**src/rtl/univ_shift_pkg.sv**
```systemverilog
// ---------------------------------------------------------------------------
// univ_shift_pkg
//   Shared definitions for the universal shift register: the operation
//   encoding used on the 3-bit mode port, plus a helper that marks
//   which operations count as shifts.
// ---------------------------------------------------------------------------
package univ_shift_pkg;

    typedef enum logic [2:0] {
        MODE_HOLD = 3'd0,
        MODE_LOAD = 3'd1,
        MODE_SHL  = 3'd2,
        MODE_SHR  = 3'd3,
        MODE_ROTL = 3'd4,
        MODE_ROTR = 3'd5,
        MODE_ASR  = 3'd6,
        MODE_RSVD = 3'd7   // treated exactly like HOLD
    } univ_shift_mode_e;

    // True for every operation that moves a bit out of the register and
    // therefore advances the shift counter.
    function automatic logic is_shift(input univ_shift_mode_e m);
        return (m == MODE_SHL)  || (m == MODE_SHR) ||
               (m == MODE_ROTL) || (m == MODE_ROTR) ||
               (m == MODE_ASR);
    endfunction

endpackage

```
**src/rtl/sat_counter.sv**
```systemverilog
// ---------------------------------------------------------------------------
// sat_counter
//   Up-counter that sticks at MAX instead of wrapping.
//   Ports:
//     clk   - clock, rising edge
//     reset - asynchronous active-high reset, clears cnt
//     clr   - synchronous clear (wins over inc)
//     inc   - increment by one unless already at MAX
//     cnt   - current count, $clog2(MAX+1) bits
// ---------------------------------------------------------------------------
module sat_counter #(
    parameter  int MAX = 8,
    localparam int W   = $clog2(MAX + 1)
) (
    input  logic         clk,
    input  logic         reset,
    input  logic         clr,
    input  logic         inc,
    output logic [W-1:0] cnt
);

    always_ff @(posedge clk or posedge reset) begin
        if (reset)
            cnt <= '0;
        else if (clr)
            cnt <= '0;
        else if (inc && (cnt != W'(MAX)))
            cnt <= cnt + W'(1);
    end

endmodule

```
**src/rtl/univ_shift_reg.sv**
```systemverilog
// ---------------------------------------------------------------------------
// univ_shift_reg
//   WIDTH-bit universal shift register: hold, parallel load, logical shift
//   left/right, rotate left/right and arithmetic shift right, with a
//   registered shift-out bit and a saturating count of shifts since the
//   last load.
//   Ports:
//     clk   - clock, rising edge
//     reset - asynchronous active-high reset (q=RESET_VAL, sout=0, cnt=0)
//     en    - operation enable; low means hold
//     mode  - operation select (univ_shift_mode_e)
//     sin   - serial input for SHL/SHR
//     d     - parallel load data
//     q     - register contents
//     qb    - ~q
//     sout  - bit shifted/rotated out by the last shift op
//     cnt   - shifts since last load, saturating at WIDTH
//     done  - cnt == WIDTH
// ---------------------------------------------------------------------------
module univ_shift_reg
    import univ_shift_pkg::*;
#(
    parameter  int               WIDTH     = 8,
    parameter  logic [WIDTH-1:0] RESET_VAL = '0,
    localparam int               CW        = $clog2(WIDTH + 1)
) (
    input  logic             clk,
    input  logic             reset,
    input  logic             en,
    input  logic [2:0]       mode,
    input  logic             sin,
    input  logic [WIDTH-1:0] d,
    output logic [WIDTH-1:0] q,
    output logic [WIDTH-1:0] qb,
    output logic             sout,
    output logic [CW-1:0]    cnt,
    output logic             done
);

    univ_shift_mode_e op;
    logic [WIDTH-1:0] q_nxt;
    logic             sout_nxt;
    logic             cnt_clr;
    logic             cnt_inc;

    assign op = univ_shift_mode_e'(mode);

    // Next-state mux for q and sout. With en low every input other than
    // the current state is ignored, so d/sin/mode cannot reach outputs.
    always_comb begin
        q_nxt    = q;
        sout_nxt = sout;
        if (en) begin
            case (op)
                MODE_LOAD: q_nxt = d;
                MODE_SHL: begin
                    q_nxt    = {q[WIDTH-2:0], sin};
                    sout_nxt = q[WIDTH-1];
                end
                MODE_SHR: begin
                    q_nxt    = {sin, q[WIDTH-1:1]};
                    sout_nxt = q[0];
                end
                MODE_ROTL: begin
                    q_nxt    = {q[WIDTH-2:0], q[WIDTH-1]};
                    sout_nxt = q[WIDTH-1];
                end
                MODE_ROTR: begin
                    q_nxt    = {q[0], q[WIDTH-1:1]};
                    sout_nxt = q[0];
                end
                MODE_ASR: begin
                    q_nxt    = {q[WIDTH-1], q[WIDTH-1:1]};
                    sout_nxt = q[0];
                end
                default: ;  // HOLD and reserved code keep state
            endcase
        end
    end

    always_ff @(posedge clk or posedge reset) begin
        if (reset) begin
            q    <= RESET_VAL;
            sout <= 1'b0;
        end else begin
            q    <= q_nxt;
            sout <= sout_nxt;
        end
    end

    assign cnt_clr = en && (op == MODE_LOAD);
    assign cnt_inc = en && is_shift(op);

    sat_counter #(
        .MAX (WIDTH)
    ) u_cnt (
        .clk   (clk),
        .reset (reset),
        .clr   (cnt_clr),
        .inc   (cnt_inc),
        .cnt   (cnt)
    );

    assign qb   = ~q;
    assign done = (cnt == CW'(WIDTH));

endmodule

```
**config.mk**
```make
export PLATFORM = sky130hd
export DESIGN_NAME = univ_shift_reg
export DESIGN_NICKNAME = d
export VERILOG_FILES = /design/src/rtl/univ_shift_pkg.sv /design/src/rtl/sat_counter.sv /design/src/rtl/univ_shift_reg.sv
export SDC_FILE = /design/constraint.sdc
export NUM_CORES = 1
export LEC_CHECK = 0
export BUFFER_PORTS_ARGS = -buffer_cell sky130_fd_sc_hd__buf_2
export CORE_AREA = 3 3 49 51
export CTS_CLUSTER_DIAMETER = 60
export CTS_CLUSTER_SIZE = 30
export DETAILED_ROUTE_END_ITERATION = 10
export DIE_AREA = 0 0 52 54
export MAX_ROUTING_LAYER = met4
export PLACE_DENSITY_LB_ADDON = 0.08
export SYNTH_ARGS = -nofsm -noshare
export SYNTH_HDL_FRONTEND = slang
export SYNTH_SLANG_ARGS = --single-unit
```
**constraint.sdc**
```tcl
create_clock -name clk -period 1.98 [get_ports clk]
set_input_delay 0.297 -clock clk [delete_from_list [all_inputs] [get_ports clk]]
set_output_delay 0.297 -clock clk [all_outputs]
set_load 0.01 [all_outputs]
```
==> impl_results.md <==
* Vias in the first global route at 964
* Worst endpoint required time at 1680 ps
* Clock root cell: sky130_fd_sc_hd__clkbuf_4
* Part of the total power dissipated in sequential elements at 40.7%
* Global-route met2 utilization at 33.3%
* Crit end category: output pin
* Global routing met3 resource utilization at 3.05%
* Worst Setup Start Kind: flip-flop
* Met1 usage in global routing at 30.3%
* Final-layout worst hold slack at 40.4 ps
* Critical R2R Launch: u_cnt.cnt[0]
* Fraction of power spent switching nets at 40.9%
* Layout cells sized above 1 at 32.5%
* Ports at 37
* Final clock skew at 4.42 ps
* Fill cells at 172
* Fmax at 597 MHz
* Num rows at 16
* Number of nets in the layout at 169
* Pin count of the biggest net entering global routing at 19
* Area added between synthesis and finish at 18.7%
* Num CTS Buffers at 3
* Number of warnings printed during yosys synthesis at 0
* Total number of vias at 1017
* Clock input transition at the sequential cells of the worst setup and hold paths at 90 ps
* Maximum fanout encountered on the critical timing path at 5
* Number of levels in the clock H-tree at 1
* Number of endpoints failing setup at the final stage at 0
* Initial antenna violation count at 0
* Share of synthesized area occupied by flip-flops and latches at 30.6%
* Post-detailed-routing wire length at 2590 µm
* Count of clock tree sinks at 13
* Initial DRC count at 29
* Post-synthesis instance area at 0.00106 mm²
* Number of cell instances on the worst register-to-register path at 6
* Wire length of the first global-routing pass at 4490 µm
* Vert. Die Dim at 54 µm
* Routed length per placed instance at 14.5 µm
* Total global routing track utilization at 22.3%
* Antenna Violating Nets Remaining at 0
* Post-Syn Area per Cell at 9.09 µm²
* Clock period minus final worst setup slack at 1670 ps
* Max-slew headroom at the worst pin at 58.9%
* Switch Pwr at 438 µW
* Port bufs at 36
* DRC violations left at 0
* Max-capacitance violation count at 0
* Detailed-router iteration count before antenna repair at 4
* Internal power at 632 µW
* Leading post-synthesis cells by cell area: sky130_fd_sc_hd__dfrtp_1 (31%), sky130_fd_sc_hd__a211oi_1 (7.1%), sky130_fd_sc_hd__o41ai_2 (6.1%)
* Tightest Pin Transition at 612 ps
* Post-synth top area cell: sky130_fd_sc_hd__dfrtp_1
* Die span in x at 52 µm
* Path class of the lowest-slack min-delay path: input pin to asynchronous set/reset pin
* Worst setup path class: flip-flop to output pin
* Largest voltage drop on the vdd net at 0.000681 V
* Post-Place Setup Slack at 352 ps
* Placeable Area at 0.00198 mm²
* Global route total overflow at 0
* Overall die area at 0.00281 mm²
* Final Hold Violating Endpoints at 0
* Fin Setup TNS at 0 ps
* Final Max Tran Viols at 0
* Run status: complete, no violations
* Flop and latch count out of synthesis at 13
* Clock insertion delay at the later pin of the skew report at 280 ps
* Share of the synthesized area in the top cell type at 30.6%
* Critical path arrival at 1380 ps
* Vias/cell at 5.71
* Clock Tree Buf Depth at 2
* Cell area after layout at 0.00126 mm²
* Power share of the clock group at 15.9%
* Part of the total power dissipated in combinational logic at 43.4%
* Clock tree from TritonCTS: built
* Post-route total power at 1.07 mW
* Final HPWL from detailed placement at 1920 µm
* Initial Utilization at 53.7%
* Number of antenna diodes at 0
* Post-cts resize count at 0
* Setup slack of the most critical reg-to-reg path at 580 ps
* Final Worst Setup Slack at 306 ps
* # hold bufs at CTS at 0
* Cells after Synth at 117
* Post-CTS setup repair buffer count at 0
* Nets in the synthesized netlist at 134
* Total power density per cell area at 848 mW/mm²
* Number of unique standard cell types used by synthesis at 40
* Share of the clock period used by the worst path at 84.5%
* Cell leakage power at 0.606 nW
* RSZ-0062 raised after global routing: false
* GRT Max-Usage Layer: met2
* End of the worst register-to-register path: u_cnt.cnt[1]
* Global placer's final weighted congestion at 0.835
* Post-DP Area at 0.00124 mm²
## cell families after synthesis
family                   count (synthesis)  synth area share (%)
AO/OA/AOI/OAI                           45                  32.4
AND/OR/NAND/NOR                         30                  18.0
buffers and inverters                   20                  9.18
flip-flops                              13                  30.6
multiplexers                             6                  6.00
adder cells (fa/ha/maj)                  2                  2.35
XOR/XNOR                                 1                  1.53
## per-stage QoR
step                utilization, %  std cells
floorplan                        -        117
finish                        63.7        178
CTS                           63.7        178
detailed placement            62.4        174
global route                  63.7        178
global placement              62.4        174
## layout by cell type (no fill, tap or decap)
cell / netlist / final
sky130_fd_sc_hd__xnor2_2: 1 / 1
sky130_fd_sc_hd__nand2b_4: 1 / 1
sky130_fd_sc_hd__o32ai_1: 1 / 1
sky130_fd_sc_hd__dfrtp_1: 13 / 13
sky130_fd_sc_hd__or4_1: 1 / 1
sky130_fd_sc_hd__mux2_1: 2 / 2
sky130_fd_sc_hd__a2bb2oi_1: 1 / 1
sky130_fd_sc_hd__o41ai_2: 4 / 4
sky130_fd_sc_hd__mux2_2: 1 / 1
sky130_fd_sc_hd__nand4bb_1: 1 / 1
sky130_fd_sc_hd__nand3_1: 2 / 2
sky130_fd_sc_hd__nand2b_1: 1 / 1
sky130_fd_sc_hd__mux2i_1: 3 / 3
sky130_fd_sc_hd__o21ai_1: 2 / 2
sky130_fd_sc_hd__or2_1: 1 / 1
sky130_fd_sc_hd__o21a_1: 2 / 2
sky130_fd_sc_hd__and2_1: 1 / 1
sky130_fd_sc_hd__buf_2: 2 / 36
sky130_fd_sc_hd__a211oi_1: 10 / 10
sky130_fd_sc_hd__o41ai_1: 2 / 2
sky130_fd_sc_hd__nand3b_1: 1 / 1
sky130_fd_sc_hd__nor3b_1: 3 / 3
sky130_fd_sc_hd__o31ai_1: 5 / 5
sky130_fd_sc_hd__o211a_1: 1 / 1
sky130_fd_sc_hd__and3_4: 1 / 1
sky130_fd_sc_hd__a21oi_1: 3 / 3
sky130_fd_sc_hd__and3_1: 1 / 1
sky130_fd_sc_hd__buf_4: 1 / 1
sky130_fd_sc_hd__nand2_1: 2 / 2
sky130_fd_sc_hd__clkbuf_1: 1 / 1
sky130_fd_sc_hd__nand4_1: 3 / 3
sky130_fd_sc_hd__clkbuf_4: 0 / 3
sky130_fd_sc_hd__o31ai_2: 1 / 1
sky130_fd_sc_hd__o22ai_1: 3 / 3
sky130_fd_sc_hd__nor2b_1: 6 / 6
sky130_fd_sc_hd__o21ai_0: 10 / 10
sky130_fd_sc_hd__nor2_1: 5 / 5
sky130_fd_sc_hd__inv_1: 13 / 13
sky130_fd_sc_hd__ha_1: 2 / 2
## layout make-up
| cell class | instances | area [µm²] | share of cell area (%) |
|---|---|---|---|
| clock buffer | 4 | 26.3 | 2.08 |
| inverter | 13 | 48.8 | 3.87 |
| multi-input combinational | 84 | 641 | 50.7 |
| sequential | 13 | 325 | 25.8 |
| tap | 27 | 33.8 | 2.68 |
| timing repair buffer | 37 | 188 | 14.9 |
## layer usage
layer / wire length, µm / part of all wire, % / vias up
met5: 0 / 0 / -
met4: 32 / 1.2 / 0
met3: 154 / 6.0 / 4
met2: 1160 / 45 / 37
met1: 1240 / 48 / 470
li1: - / - / 506
## synthesized netlist by cell type
cell type and number:
sky130_fd_sc_hd__a211oi_1 10, sky130_fd_sc_hd__a21oi_1 3, sky130_fd_sc_hd__a2bb2oi_1 1, sky130_fd_sc_hd__and2_1 1, sky130_fd_sc_hd__and3_1 1, sky130_fd_sc_hd__and3_4 1, sky130_fd_sc_hd__buf_2 2, sky130_fd_sc_hd__buf_4 1
sky130_fd_sc_hd__buf_6 2, sky130_fd_sc_hd__clkbuf_1 1, sky130_fd_sc_hd__clkbuf_2 1, sky130_fd_sc_hd__dfrtp_1 13, sky130_fd_sc_hd__ha_1 2, sky130_fd_sc_hd__inv_1 13, sky130_fd_sc_hd__mux2_1 2, sky130_fd_sc_hd__mux2_2 1
sky130_fd_sc_hd__mux2i_1 3, sky130_fd_sc_hd__nand2_1 2, sky130_fd_sc_hd__nand2b_1 1, sky130_fd_sc_hd__nand2b_4 1, sky130_fd_sc_hd__nand3_1 2, sky130_fd_sc_hd__nand3b_1 1, sky130_fd_sc_hd__nand4_1 3, sky130_fd_sc_hd__nand4bb_1 1
sky130_fd_sc_hd__nor2_1 5, sky130_fd_sc_hd__nor2b_1 6, sky130_fd_sc_hd__nor3b_1 3, sky130_fd_sc_hd__o211a_1 1, sky130_fd_sc_hd__o21a_1 2, sky130_fd_sc_hd__o21ai_0 10, sky130_fd_sc_hd__o21ai_1 2, sky130_fd_sc_hd__o22ai_1 3
sky130_fd_sc_hd__o31ai_1 5, sky130_fd_sc_hd__o31ai_2 1, sky130_fd_sc_hd__o32ai_1 1, sky130_fd_sc_hd__o41ai_1 2, sky130_fd_sc_hd__o41ai_2 4, sky130_fd_sc_hd__or2_1 1, sky130_fd_sc_hd__or4_1 1, sky130_fd_sc_hd__xnor2_2 1
## how the worst max path moves through the flow
stage,from,to,slack (ps),cells past startpoint
6_report,u_cnt.cnt[0],done,310,5
3_3_place_gp,mode[2],q[0],440,4
3_5_place_dp,mode[2],q[5],350,4
2_1_floorplan,u_cnt.cnt[0],u_cnt.cnt[1],630,6
5_1_grt,u_cnt.cnt[0],done,190,5
4_1_cts,u_cnt.cnt[0],done,320,5
## power by group through the flow
stage	Sequential, mW	Clock, mW	Combinational (mW)
after CTS	0.434	0.174	0.469
after global routing	0.453	0.181	0.528
after floorplan	0.454	0	0.267
after detailed placement	0.438	0	0.467
after global placement	0.435	0	0.463
final	0.436	0.170	0.465
## sequential cells by signal, indices dropped and copies added (netlist names)
signal,cells
q,8
u_cnt.cnt,4
sout,1
## worst max-delay path, stage by stage (launching register included)
cell,delay (ps)
sky130_fd_sc_hd__dfrtp_1,430
sky130_fd_sc_hd__inv_1,80
sky130_fd_sc_hd__ha_1,200
sky130_fd_sc_hd__nand3b_1,150
sky130_fd_sc_hd__inv_1,100
sky130_fd_sc_hd__buf_2,140
No activity file was read; power rests on OpenSTA's default activity.
